$ cat src/rtl/fpu_sched_pkg.sv
// Shared encodings for the FPU scheduler: FSM states and the canned
// quiet-NaN answer used for illegal ops and timeouts.
package fpu_sched_pkg;

   typedef enum logic [1:0] {
      S_IDLE = 2'd0,
      S_CLR  = 2'd1,
      S_RUN  = 2'd2,
      S_RESP = 2'd3
   } state_t;

   localparam logic [31:0] QNAN       = 32'h7FC0_0000;
   localparam logic [1:0]  OP_ILLEGAL = 2'b11;

endpackage

$ cat src/rtl/fpu_rr_arb2.sv
// Two-way round-robin arbiter: rr selects the winner only when both request.
module fpu_rr_arb2 (
   input  logic req0,
   input  logic req1,
   input  logic rr,
   output logic id,
   output logic valid
);

   // Pick the winner; with a tie the rr pointer decides.
   always_comb begin
      valid = req0 | req1;
      if (req0 && req1) begin
         id = rr;
      end else if (req1) begin
         id = 1'b1;
      end else begin
         id = 1'b0;
      end
   end

endmodule

$ cat src/rtl/fpu_sched.sv
// Shares one FPU between two clients: arbitrate, clear the FPU, run it until
// done or timeout, then return the result with a per-requester done pulse.
module fpu_sched #(
   parameter int TIMEOUT = 512,
   parameter int CW      = 10
) (
   input  logic        clk,
   input  logic        reset,
   input  logic        req0,
   input  logic [1:0]  op0,
   input  logic [31:0] a0,
   input  logic [31:0] b0,
   input  logic        req1,
   input  logic [1:0]  op1,
   input  logic [31:0] a1,
   input  logic [31:0] b1,
   output logic        gnt0,
   output logic        gnt1,
   output logic        done0,
   output logic        done1,
   output logic [31:0] res,
   output logic        err,
   output logic        busy,
   output logic        fpu_clr,
   output logic        fpu_start,
   output logic [1:0]  fpu_op,
   output logic [31:0] fpu_a,
   output logic [31:0] fpu_b,
   input  logic [31:0] fpu_r,
   input  logic        fpu_done
);
   import fpu_sched_pkg::*;

   localparam logic [CW-1:0] CNT_LAST = CW'(TIMEOUT - 1);

   state_t        state;
   logic          id;
   logic          rr;
   logic [CW-1:0] cnt;
   logic          arb_id;
   logic          arb_valid;
   logic [1:0]    win_op;
   logic [31:0]   win_a;
   logic [31:0]   win_b;

   fpu_rr_arb2 u_arb (
      .req0  (req0),
      .req1  (req1),
      .rr    (rr),
      .id    (arb_id),
      .valid (arb_valid)
   );

   assign win_op = arb_id ? op1 : op0;
   assign win_a  = arb_id ? a1  : a0;
   assign win_b  = arb_id ? b1  : b0;

   // Scheduler FSM; every output is a register updated on the transition
   // into the state in which it must be visible.
   always_ff @(posedge clk or negedge reset) begin
      if (!reset) begin
         state     <= S_IDLE;
         id        <= 1'b0;
         rr        <= 1'b0;
         cnt       <= {CW{1'b0}};
         gnt0      <= 1'b0;
         gnt1      <= 1'b0;
         done0     <= 1'b0;
         done1     <= 1'b0;
         res       <= 32'h0000_0000;
         err       <= 1'b0;
         busy      <= 1'b0;
         fpu_clr   <= 1'b0;
         fpu_start <= 1'b0;
         fpu_op    <= 2'b00;
         fpu_a     <= 32'h0000_0000;
         fpu_b     <= 32'h0000_0000;
      end else begin
         gnt0    <= 1'b0;
         gnt1    <= 1'b0;
         done0   <= 1'b0;
         done1   <= 1'b0;
         fpu_clr <= 1'b0;
         case (state)
            S_IDLE: begin
               if (arb_valid) begin
                  id   <= arb_id;
                  gnt0 <= ~arb_id;
                  gnt1 <= arb_id;
                  busy <= 1'b1;
                  // Illegal ops never touch the FPU, so its operands stay put.
                  if (win_op == OP_ILLEGAL) begin
                     res   <= QNAN;
                     err   <= 1'b1;
                     state <= S_RESP;
                  end else begin
                     fpu_op    <= win_op;
                     fpu_a     <= win_a;
                     fpu_b     <= win_b;
                     fpu_clr   <= 1'b1;
                     fpu_start <= 1'b1;
                     state     <= S_CLR;
                  end
               end else begin
                  busy <= 1'b0;
               end
            end
            S_CLR: begin
               cnt   <= {CW{1'b0}};
               state <= S_RUN;
            end
            S_RUN: begin
               if (fpu_done) begin
                  res       <= fpu_r;
                  err       <= 1'b0;
                  fpu_start <= 1'b0;
                  state     <= S_RESP;
               end else if (cnt == CNT_LAST) begin
                  res       <= QNAN;
                  err       <= 1'b1;
                  fpu_clr   <= 1'b1;
                  fpu_start <= 1'b0;
                  state     <= S_RESP;
               end else begin
                  cnt <= cnt + CW'(1);
               end
            end
            S_RESP: begin
               done0 <= ~id;
               done1 <= id;
               rr    <= ~id;
               busy  <= 1'b0;
               state <= S_IDLE;
            end
            default: begin
               busy      <= 1'b0;
               fpu_start <= 1'b0;
               state     <= S_IDLE;
            end
         endcase
      end
   end

endmodule
$ cat config.mk
export PLATFORM = sky130hd
export DESIGN_NAME = fpu_sched
export DESIGN_NICKNAME = d
export VERILOG_FILES = /design/src/rtl/fpu_sched_pkg.sv /design/src/rtl/fpu_rr_arb2.sv /design/src/rtl/fpu_sched.sv
export SDC_FILE = /design/constraint.sdc
export NUM_CORES = 1
export LEC_CHECK = 0
export CORE_ASPECT_RATIO = 1.5
export CORE_MARGIN = 2
export CORE_UTILIZATION = 37
export CTS_BUF_LIST = sky130_fd_sc_hd__clkbuf_2
export DETAILED_ROUTE_END_ITERATION = 10
export HOLD_SLACK_MARGIN = 0.15
export PLACE_DENSITY_LB_ADDON = 0.25
export SLEW_MARGIN = 20
export SYNTH_ARGS = -nofsm -noshare
export SYNTH_HDL_FRONTEND = slang
export SYNTH_HIERARCHICAL = 1
export SYNTH_SLANG_ARGS = --single-unit
$ cat constraint.sdc
create_clock -name clk -period 1.9 [get_ports clk]
set_input_delay 0.38 -clock clk [delete_from_list [all_inputs] [get_ports clk]]
set_output_delay 0.38 -clock clk [all_outputs]
set_load 0.01 [all_outputs]
== Yosys cells after proc, flatten, opt, wreduce, memory -nomap -nowiden ==
Index checks and enable logic that the tools add are counted.
Storage, ports and cells
  bits of input ports: 169
  word-level logic and storage cells: 84
  memory bits (read-only): 0
  memory bits (writable): 0
  flip-flop bits (word level): 120
  memories: 0
  output and inout bits: 106
  bits in latches: 0
Cells by class
  reductions and logical operators: 11
  magnitude comparators: 0
  add/sub/neg operators: 1
  equal/unequal tests: 11
  div/mod/pow operators: 0
  shift operators: 0
  muxes and demuxes: 41
  multiply operators: 0
  bitwise gates (word level): 4
Operators with widths (number)
  $mux 32: 6
  $pmux 32 s2: 1
  $mux 1: 21
  $mux 10: 2
  $pmux 10 s2: 1
  $add 10x1->10 const B: 1
  $eq 10x9->1 const B: 1
  $mux 2: 5
  $ne 2x2->1 const B: 5
  $pmux 1 s2: 4
  $pmux 2 s4: 1
  $reduce_and 4->1: 2
  $eq 2x2->1 const B: 3
  $reduce_and 3->1: 2
  $reduce_bool 2->1: 3
  $reduce_and 2->1: 2
  $ne 3x3->1 const B: 1
  $not 1->1: 3
  $eq 2x1->1 const B: 1
  $logic_not 2->1: 1
  $logic_and 1x1->1: 1
  $or 1x1->1: 1

== Depth between registers and ports, before layout ==
Gate-level depths: netlist (run 1).
  depth after elaboration: 7
  mapped depth: 9
  depth with buffers taken out: 6

== By module ==
Netlist (run 1), hierarchy kept.
Modules (own cells, without submodules)
  fpu_sched: cells each 468, area each 5301.3 µm², sequential area each 3002.9 µm², instances 1
  fpu_rr_arb2: cells each 3, area each 17.5 µm², sequential area each 0.0 µm², instances 1

== Worst setup path after synthesis (run 1) ==
No wires, ideal clock.
  path kind: reg-to-reg
  start: reg state[0]
  end: reg res[0]
  library setup time: 0.121 ns
  clock period less this slack: 2.046 ns
  cell stages (with the launch flop): 9
  path slack: -0.146 ns
  required time: 1.779 ns
  arrival time: 1.925 ns
  buffers on the path: 2
  cells stage by stage: dfrtp_1 > inv_1 > ha_1 > clkbuf_1 > nand2_1 > a21boi_1 > a221o_1 > buf_6 > a22o_1
Between the ends
  cells in the longest elaborated chain, start to end: 3
  elaborated cells on any way between the ends: 8
  classes of those cells: eq/ne: 4; mux: 1; reduce/logical: 3
Ends and longest elaborated chain
  from (decl): RTL line fpu_sched.sv:36  | state_t state;
  from (signal assigned): RTL line fpu_sched.sv:62  | state <= S_IDLE;
  from (signal assigned): RTL line fpu_sched.sv:95  | state <= S_RESP;
  from (signal assigned): RTL line fpu_sched.sv:102  | state <= S_CLR;
  $eq 2x2->1 / $logic_not 2->1 (equally long branches): RTL line fpu_sched.sv:84  | case (state)
  $ne 3x3->1 (no source line) (tied with other cells)
  $reduce_and 4->1 (no source line)
  to (signal assigned): RTL line fpu_sched.sv:114  | res <= fpu_r;
  to (decl): RTL line fpu_sched.sv:21  | output logic [31:0] res,
Parallel ways exist; a longest one is shown, timed or not.
A chain may end at the register's enable or synchronous reset.

== Worst setup path after layout (run 1) ==
  start: reg state[1]
  end: reg res[19]
Same word-level chain as after synthesis.

==> results of run 1 <==
cell families (layout without fill, tap and decap cells):
kind of cell | Yosys count | count (layout)
AOI/OAI and AO/OA | 124 | 124
adders and majority gates | 6 | 6
buffers and inverters | 37 | 367
DFF | 120 | 120
muxes | 72 | 72
other | 0 | 1
and+or+nand+nor | 112 | 112
through the flow:
| stage | hold slack (ns) | worst slack, ns | instances | util |
|---|---|---|---|---|
| global placement | 0.266 | -0.327 | 940 | 0.608 |
| floorplan | 0.0844 | -0.000169 | 471 | - |
| CTS | 0.169 | 0.00333 | 991 | 0.629 |
| detailed placement | 0.273 | -0.400 | 940 | 0.608 |
| global route | 0.170 | 0.0000810 | 994 | 0.633 |
| finish | 0.238 | 0.0633 | 994 | 0.633 |
registers in the layout (all words and copies together) (netlist names), 2 cells and up:
signal,count
fpu_a,32
fpu_b,32
fpu_op,2
res,32
state,2
cnt,10
worst reg2reg max path, cell delays in order, from the launching register on:
cell and delay (ns):
dfrtp_1 0.48, inv_2 0.10, ha_4 0.18, buf_4 0.15, a221o_1 0.39, buf_12 0.17
a22o_1 0.25
layout make-up:
class	count	area, um2
Clock buffer	18	90.1
Multi-Input combinational cell	314	2190
Antenna cell	1	2.50
Inverter	6	22.5
Fill cell	1199	5150
Tap cell	192	240
Clock inverter	14	199
Sequential cell	120	3000
Timing Repair Buffer	329	3160
how the worst max path moves through the flow:
| stage | from | to | slack (ns) | cells past startpoint |
|---|---|---|---|---|
| CTS | state[0]$_DFFE_PN0P_ | res[19]$_DFFE_PN0P_ | 0.003 | 7 |
| finish | state[1]$_DFFE_PN0P_ | res[19]$_DFFE_PN0P_ | 0.06 | 6 |
| global route | fpu_b[31]$_DFFE_PN0P_ | fpu_b[31] | 0.00008 | 1 |
| detailed placement | req0 | res[19]$_DFFE_PN0P_ | -0.40 | 7 |
| global placement | req0 | res[10]$_DFFE_PN0P_ | -0.33 | 7 |
| floorplan | req1 | res[0]$_DFFE_PN0P_ | -0.0002 | 8 |
placed cells by master, fill, tap and decap left out, drive strengths merged, types with 3 or more instances in the layout:
| cell | synthesis | final |
|---|---|---|
| o22ai | 3 | 3 |
| bufinv | 0 | 4 |
| clkbuf | 21 | 18 |
| nor2b | 3 | 3 |
| o21ai | 65 | 65 |
| nand2b | 3 | 3 |
| ha | 6 | 6 |
| a21o | 3 | 3 |
| a211oi | 4 | 4 |
| and4 | 3 | 3 |
| inv | 6 | 8 |
| clkdlybuf4s50 | 0 | 167 |
| mux2i | 71 | 71 |
| buf | 10 | 54 |
| dlygate4sd2 | 0 | 101 |
| clkinvlp | 0 | 3 |
| dfrtp | 120 | 120 |
| clkinv | 0 | 5 |
| nand4 | 3 | 3 |
| nor2 | 10 | 10 |
| a21oi | 4 | 4 |
| a22o | 23 | 23 |
| nand3 | 4 | 4 |
| clkdlybuf4s15 | 0 | 5 |
| o22a | 10 | 10 |
| nand2 | 78 | 78 |
layer usage:
layer | wire, um | track usage
met5 | 0 | 0
met4 | 460 | 0.0833
met3 | 1280 | 0.0771
met1 | 5570 | 0.211
met2 | 8570 | 0.384
where the power goes:
group / total, mW / internal [mW] / switching (mW) / leakage [nW]
combinational: 5.60 / 2.87 / 2.73 / 2.61
clock: 1.89 / 0.880 / 1.01 / 0.159
sequential: 4.11 / 3.58 / 0.537 / 1.50
total: 11.6 / 7.33 / 4.28 / 4.27
what timing repair did:
item	in CTS	in global routing
buffers inserted	17	2
hold buffers	2	0
endpoints found under the hold margin	120	0
gates resized for setup	107	12
endpoints found under the setup margin	112	40
gates cloned	0	0
pin swaps	0	1
==> impl_metrics.toml, run 1 <==
[status]
status = "finished clean"

[floorplanning]
ios = 275
die_area_um2 = 15400
core_area_um2 = 14100
die_w_um = 102
num_rows = 53
start_util = 0.378
fp.dieH_um = 151

[setup_path]
worst_setup_path_start_kind = "flip-flop"
crit_chain = "inv_2 -> ha_4 -> buf_4 -> a221o_1 -> buf_12 -> a22o_1"
slowest_stage = "dfrtp_1"
r2r-start = "state[1]$_DFFE_PN0P_"
reg2reg_to = "res[19]$_DFFE_PN0P_"
critPathRequiredTime_ns = 2.43
reg2regPathDepth = 6
end_kind = "flip-flop"
ff2ff_setup_slack_ns = 0.06
critPathMaxStageDelay_ns = 0.48
path_max_fanout = 23
path_delay_family = "compound AO/OA/AOI/OAI gates"
timing.critical_path.buf_inv = 3
worstPathArrival_ns = 2.36
crit_type = "reg -> reg"

[yosys]
ys_warn_count = 6
synth_top_area_cell = "dfrtp_1"
synth_xor_area_frac = 0
synthMuxAreaShare = 0.136
synth-edff-count = 0
synth_cells = 471
async_flop_share = 1.00
synth_top_area_share = 0.565
ys_top_cells_by_count = "120 x dfrtp_1, 78 x nand2_1, 71 x mux2i_1"
synthSimpleGateAreaFrac = 0.0976
synth.most_common_cell = "dfrtp_1"
ys_seq_area_frac = 0.565
avgSynthCellArea_um2 = 11.3
synthFlopType = "dfrtp_1"
synth_compound_area_frac = 0.155
synth_fa_ha_area_frac = 0.0141
syn_nets = 646
synth_seq_cells = 120
synth_area_leaders = "dfrtp_1 56%, mux2i_1 13%, o21ai_1 6.0%"
ys_types = 44
synth_top_family_by_area = "compound AO/OA/AOI/OAI gates"
netlist_area_um2 = 5320

[job]
max-cap-violations = 0

[cts]
cts_buffers = 17
clockBufferDepth = 2
cts_max_level = 4
clkTransAtPathRegs_ns = 0.20
cts_sinks = 120
clk-insertion-delay-late_ns = 0.65
root_buffer = "clkbuf_2"
cts_tree = "yes"

[power]
ir_worst_vdd_v = 0.000634
power.density_nw_per_um2 = 1300
leakagePower_nw = 4.27
power_mw = 11.6

[layout]
area_delta_synth_final_pct = 67.4
layout-drive-gt1-share = 0.121
nets = 963
finalInstanceArea_um2 = 8900

[routing]
drtAntennaViolNets = 0
via_per_inst = 4.85
via_count = 4820
drc = 0
wirelength_mm = 15.9
drt_first_pass_iters = 4
drt_iter0_markers = 156
wl_per_cell_um = 16.0

[grt]
grt_max_degree = 49
antenna_found_initial = 1
overflow = 0
grt_pass1_wl_mm = 24.8
grt_pass1_vias = 5082
gr-usage-all-layers = 0.209

[timing]
timing.final.crit_period_ns = 1.84
setup_viol = 0
fin_crit_sh = 0.967
hold_viol = 0
rsz0062_at_grt = "no"
fmax_mhz = 544
finalSetupTns_ns = 0
slew_headroom = 0.552
tightest_slew_ns = 0.670
slew_violations = 0
fin_skew_ns = 0.0326

[placed_design]
placed_area_um2 = 8540
gp_congestion = 0.809
hpwl_mm = 12.4
io_buffers = 274

[worst_hold_path]
hp-class = "in -> async"
No activity file was read; power rests on OpenSTA's default activity.
==> run 2, diff against run 1 <==
--- a/config.mk
+++ b/config.mk
@@ -6,4 +6,5 @@
 export NUM_CORES = 1
 export LEC_CHECK = 0
+export CAP_MARGIN = 10
 export CORE_ASPECT_RATIO = 1.5
 export CORE_MARGIN = 2
==> constraint.sdc (replaced) <==
create_clock -name clk -period 1.9 [get_ports clk]
set_input_delay 0.38 -clock clk [delete_from_list [all_inputs] [get_ports clk]]
set_output_delay 0.38 -clock clk [all_outputs]
set_load 0.005 [all_outputs]
==> impl_metrics.toml, run 2 (synthesized netlist as in run 1, its figures left out) <==
[status]
status = "finished clean"

[routing]
drt_first_pass_iters = 5
wirelength_mm = 15.9
via_count = 4873
drc = 0
wl_per_cell_um = 15.9
via_per_inst = 4.86
drt_iter0_markers = 165
drtAntennaViolNets = 0

[grt]
gr-usage-met1 = 0.211
grt_use_met3 = 0.0771
antenna_found_initial = 1
met2_usage = 0.385
grt_max_degree = 49
grt_pass1_vias = 5120
top_usage_layer = "met2"
grt_pass1_wl_mm = 24.8
gr-usage-all-layers = 0.210
overflow = 0

[setup_path]
path_max_fanout = 23
worst_setup_path_start_kind = "flip-flop"
crit_chain = "inv_2 -> ha_4 -> nand2_1 -> a21boi_1 -> a221o_1 -> buf_12 -> a22o_1"
end_kind = "flip-flop"
critPathMaxStageDelay_ns = 0.48
worstPathArrival_ns = 2.35
critPathRequiredTime_ns = 2.41
crit_type = "reg -> reg"
slowest_stage = "dfrtp_1"
ff2ff_setup_slack_ns = 0.06

[cts]
clkTransAtPathRegs_ns = 0.21
clk-insertion-delay-late_ns = 0.64
root_buffer = "clkbuf_2"
cts_sinks = 120
cts_buffers = 17
clockBufferDepth = 2
cts_max_level = 4
cts_tree = "yes"

[layout]
area_delta_synth_final_pct = 68.4
top_regs = "fpu_a x32, fpu_b x32, res x32"
fin_cells = 1002
fillers = 1198
layout-drive-gt1-share = 0.130
final_common_cell = "clkdlybuf4s50_1"
post-route-util = 0.637
multi_input_area_um2 = 2190
layout_common_cells = "167 x clkdlybuf4s50_1, 120 x dfrtp_1, 106 x dlygate4sd2_1, 78 x nand2_1, 71 x mux2i_1"
nets = 971
ff_latch_area_um2 = 3000

[floorplanning]
die_w_um = 102
core_area_um2 = 14100
fp.dieH_um = 151
num_rows = 53
die_area_um2 = 15400
start_util = 0.378
ios = 275

[worst_hold_path]
hp-class = "in -> async"

[timing]
fin_crit_sh = 0.967
fmax_mhz = 544
hold_viol = 0
fin_skew_ns = 0.0361
timing.final.crit_period_ns = 1.84
tightest_slew_ns = 0.672
rsz0062_at_grt = "no"
slew_headroom = 0.550
final.setup.worst_slack_ns = 0.0627
slew_violations = 0
setup_viol = 0

[power]
leakagePower_nw = 4.32
ir_worst_vdd_v = 0.000629
power.density_nw_per_um2 = 1270

[placed_design]
gp_congestion = 0.809
pre_cts_slack_ns = -0.400
placed_cells = 940
hpwl_mm = 12.4
io_buffers = 274

[job]
max-cap-violations = 0
run 2: cell count changes in the layout (fill, tap and decap cells not counted):
| cell | delta |
|---|---|
| buf_4 | +8 |
| clkdlybuf4s15_1 | -5 |
| dlygate4sd2_1 | +5 |
run 2: per-stage QoR:
| step | power, mW | hold slack [ns] | area [um2] | TNS, ns |
|---|---|---|---|---|
| after global routing | 12.2 | 0.168 | 8960 | 0 |
| after floorplan | 6.47 | 0.0844 | 5330 | -0.00339 |
| after detailed placement | 9.86 | 0.273 | 8540 | -19.67 |
| final | 11.3 | 0.241 | 8960 | 0 |
| after global placement | 9.63 | 0.266 | 8540 | -16.25 |
| after CTS | 11.4 | 0.169 | 8910 | 0 |
run 2: path summary, 6_finish.rpt:
path                                    endpoint  depth (start not counted)                  from
setup / recovery             res[19]$_DFFE_PN0P_                          7  state[1]$_DFFE_PN0P_
hold reg to reg                  done0$_DFF_PN0_                          1        id$_DFFE_PN0P_
max in group asynchronous    res[19]$_DFFE_PN0P_                          3                 reset
min in group clk             res[26]$_DFFE_PN0P_                          2             fpu_r[26]
setup reg to reg             res[19]$_DFFE_PN0P_                          7  state[1]$_DFFE_PN0P_
hold / removal             fpu_a[30]$_DFFE_PN0P_                          3                 reset
run 2: layout make-up:
class,instances,share of cell area
diodes,1,0.000279
clock inverters,14,0.0222
repair buffers,337,0.358
well taps,192,0.0268
inverters,6,0.00251
multi-input cells,314,0.244
flip-flops and latches,120,0.335
clock buffers,18,0.0101
run 2: power breakdown:
part	switching [mW]	internal, mW
clock network	1.02	0.880
logic	2.39	2.95
registers	0.535	3.58
total	3.94	7.41
run 2: layer usage:
layer	share of wire	routed length, um
met1	0.35	5580
met4	0.029	467
met2	0.54	8600
met5	0	0
met3	0.079	1250
run 2: timing repair:
item | in CTS | in global routing
setup buffers | 26 | 1
setup endpoints to repair | 112 | 34
pin swaps | 0 | 1
hold endpoints to repair | 120 | 0
resized for setup | 107 | 7
hold buffers | 2 | 0
run 2: worst max-delay path: cells and delay by family, from the launching register on:
family | cells | cell delay (ns)
buf+inv | 2 | 0.30
flops | 1 | 0.48
simple gates | 1 | 0.07
compound gates | 3 | 0.71
fa+ha+maj | 1 | 0.16
==> run 3, diff against run 2 <==
Settings changed: ABC_CLOCK_PERIOD_IN_PS set to 2290, CORE_ASPECT_RATIO 1.5 to not set, CORE_UTILIZATION 37 to 44.
Clock period 1.9 ns to 2.29 ns, I/O delays scaled along.
==> impl_metrics.toml, run 3 (synthesized netlist as in run 1, its figures left out) <==
[status]
status = "finished clean"

[power]
leakagePower_nw = 3.83
power_mw = 9.25
ir_worst_vdd_v = 0.000452
power.density_nw_per_um2 = 1070

[placed_design]
gp_congestion = 0.805
hpwl_mm = 11.8
io_buffers = 274
placed_area_um2 = 8400

[timing]
tightest_slew_ns = 0.464
rsz0062_at_grt = "no"
slew_violations = 0
hold_viol = 0
timing.final.crit_period_ns = 2.08
slew_headroom = 0.690
fmax_mhz = 480
setup_viol = 0
fin_skew_ns = 0.0192
fin_crit_sh = 0.909

[grt]
grt_pass1_wl_mm = 24.0
antenna_found_initial = 0
gr-usage-all-layers = 0.240
overflow = 0
grt_pass1_vias = 4881
grt_max_degree = 62

[routing]
drtAntennaViolNets = 0
wirelength_mm = 15.0
wl_per_cell_um = 16.4
drc = 0
drt_first_pass_iters = 5
via_count = 4689
via_per_inst = 5.13
drt_iter0_markers = 233

[layout]
layout_common_cells = "273 x clkdlybuf4s50_1, 120 x dfrtp_1, 78 x nand2_1, 71 x mux2i_1, 64 x o21ai_1"
top_regs = "fpu_a x32, fpu_b x32, res x32"
multi_input_area_um2 = 2160
diodes = 0
nets = 931
finalInstanceArea_um2 = 8610
ff_latch_area_um2 = 3000
final_common_cell = "clkdlybuf4s50_1"
area_delta_synth_final_pct = 61.9
layout-drive-gt1-share = 0.0756
fillers = 833

[setup_path]
path_delay_family = "buffers and inverters"
worst_setup_path_start_kind = "flip-flop"
r2r-start = "state[0]$_DFFE_PN0P_"
path_max_fanout = 2
critPathMaxStageDelay_ns = 0.55
reg2regPathDepth = 7
ff2ff_setup_slack_ns = 0.23
timing.critical_path.buf_inv = 1
critPathRequiredTime_ns = 1.83
crit_type = "reg -> out"
worstPathArrival_ns = 1.62
slowest_stage = "clkdlybuf4s50_1"
reg2reg_to = "res[3]$_DFFE_PN0P_"
end_kind = "output pin"
crit_chain = "clkdlybuf4s50_1"

[floorplanning]
fp.dieH_um = 114
ios = 275
die_area_um2 = 13000
start_util = 0.447
core_area_um2 = 11900
num_rows = 40
die_w_um = 114

[cts]
root_buffer = "clkbuf_2"
cts_sinks = 120
cts_buffers = 17
cts_max_level = 4
clk-insertion-delay-late_ns = 0.67
clockBufferDepth = 2
cts_tree = "yes"
clkTransAtPathRegs_ns = 0.17

[worst_hold_path]
hp-class = "in -> async"

[job]
max-cap-violations = 0
[run 3: cell types whose count changed in the layout (fill, tap and decap cells not counted), moves of 4 or more]
cell,change
clkinv_2,+8
clkinv_4,-4
buf_4,-39
dlygate4sd2_1,-106
clkdlybuf4s50_1,+106
[run 3: what timing repair did]
| item | in CTS | in global routing |
|---|---|---|
| buffers inserted | 0 | 0 |
| hold buffers | 1 | 0 |
| hold endpoints to repair | 120 | 0 |
| gates resized for setup | 0 | 0 |
[run 3: area by class of cell]
type / instances / area share
tap: 147 / 0.0214
timing repair buffer: 297 / 0.353
clock buffer: 18 / 0.0105
sequential: 120 / 0.349
inverter: 6 / 0.00262
multi-input combinational: 314 / 0.251
clock inverter: 12 / 0.0129
[run 3: metrics by stage]
step	cells	TNS, ns	utilization	hold slack [ns]	setup slack (ns)
finish	914	0	0.723	0.267	0.208
global route	914	0	0.723	0.197	0.0784
global placement	883	-0.878	0.705	0.434	-0.0401
detailed placement	883	-2.07	0.705	0.442	-0.106
CTS	914	0	0.723	0.194	0.124
floorplan	471	0	-	0.162	0.244
[run 3: per-layer routing]
layer | routed length, um | GRT usage
met5 | 0 | 0
met4 | 480 | 0.111
met3 | 1180 | 0.0749
met1 | 5570 | 0.265
met2 | 7760 | 0.422
[run 3: how the worst max path moves through the flow]
stage	start	endpoint	slack [ns]	depth (start not counted)
finish	fpu_b[10]$_DFFE_PN0P_	fpu_b[10]	0.21	1
global route	fpu_b[4]$_DFFE_PN0P_	fpu_b[4]	0.08	1
CTS	fpu_b[10]$_DFFE_PN0P_	fpu_b[10]	0.12	1
detailed placement	req1	res[3]$_DFFE_PN0P_	-0.11	7
global placement	req1	res[9]$_DFFE_PN0P_	-0.04	7
floorplan	state[0]$_DFFE_PN0P_	res[0]$_DFFE_PN0P_	0.24	8
[run 3: power breakdown]
group | switching [mW] | leakage [nW] | internal (mW)
clock network | 0.737 | 0.136 | 0.472
logic | 1.89 | 2.19 | 2.70
registers | 0.474 | 1.50 | 2.97
total | 3.10 | 3.83 | 6.15
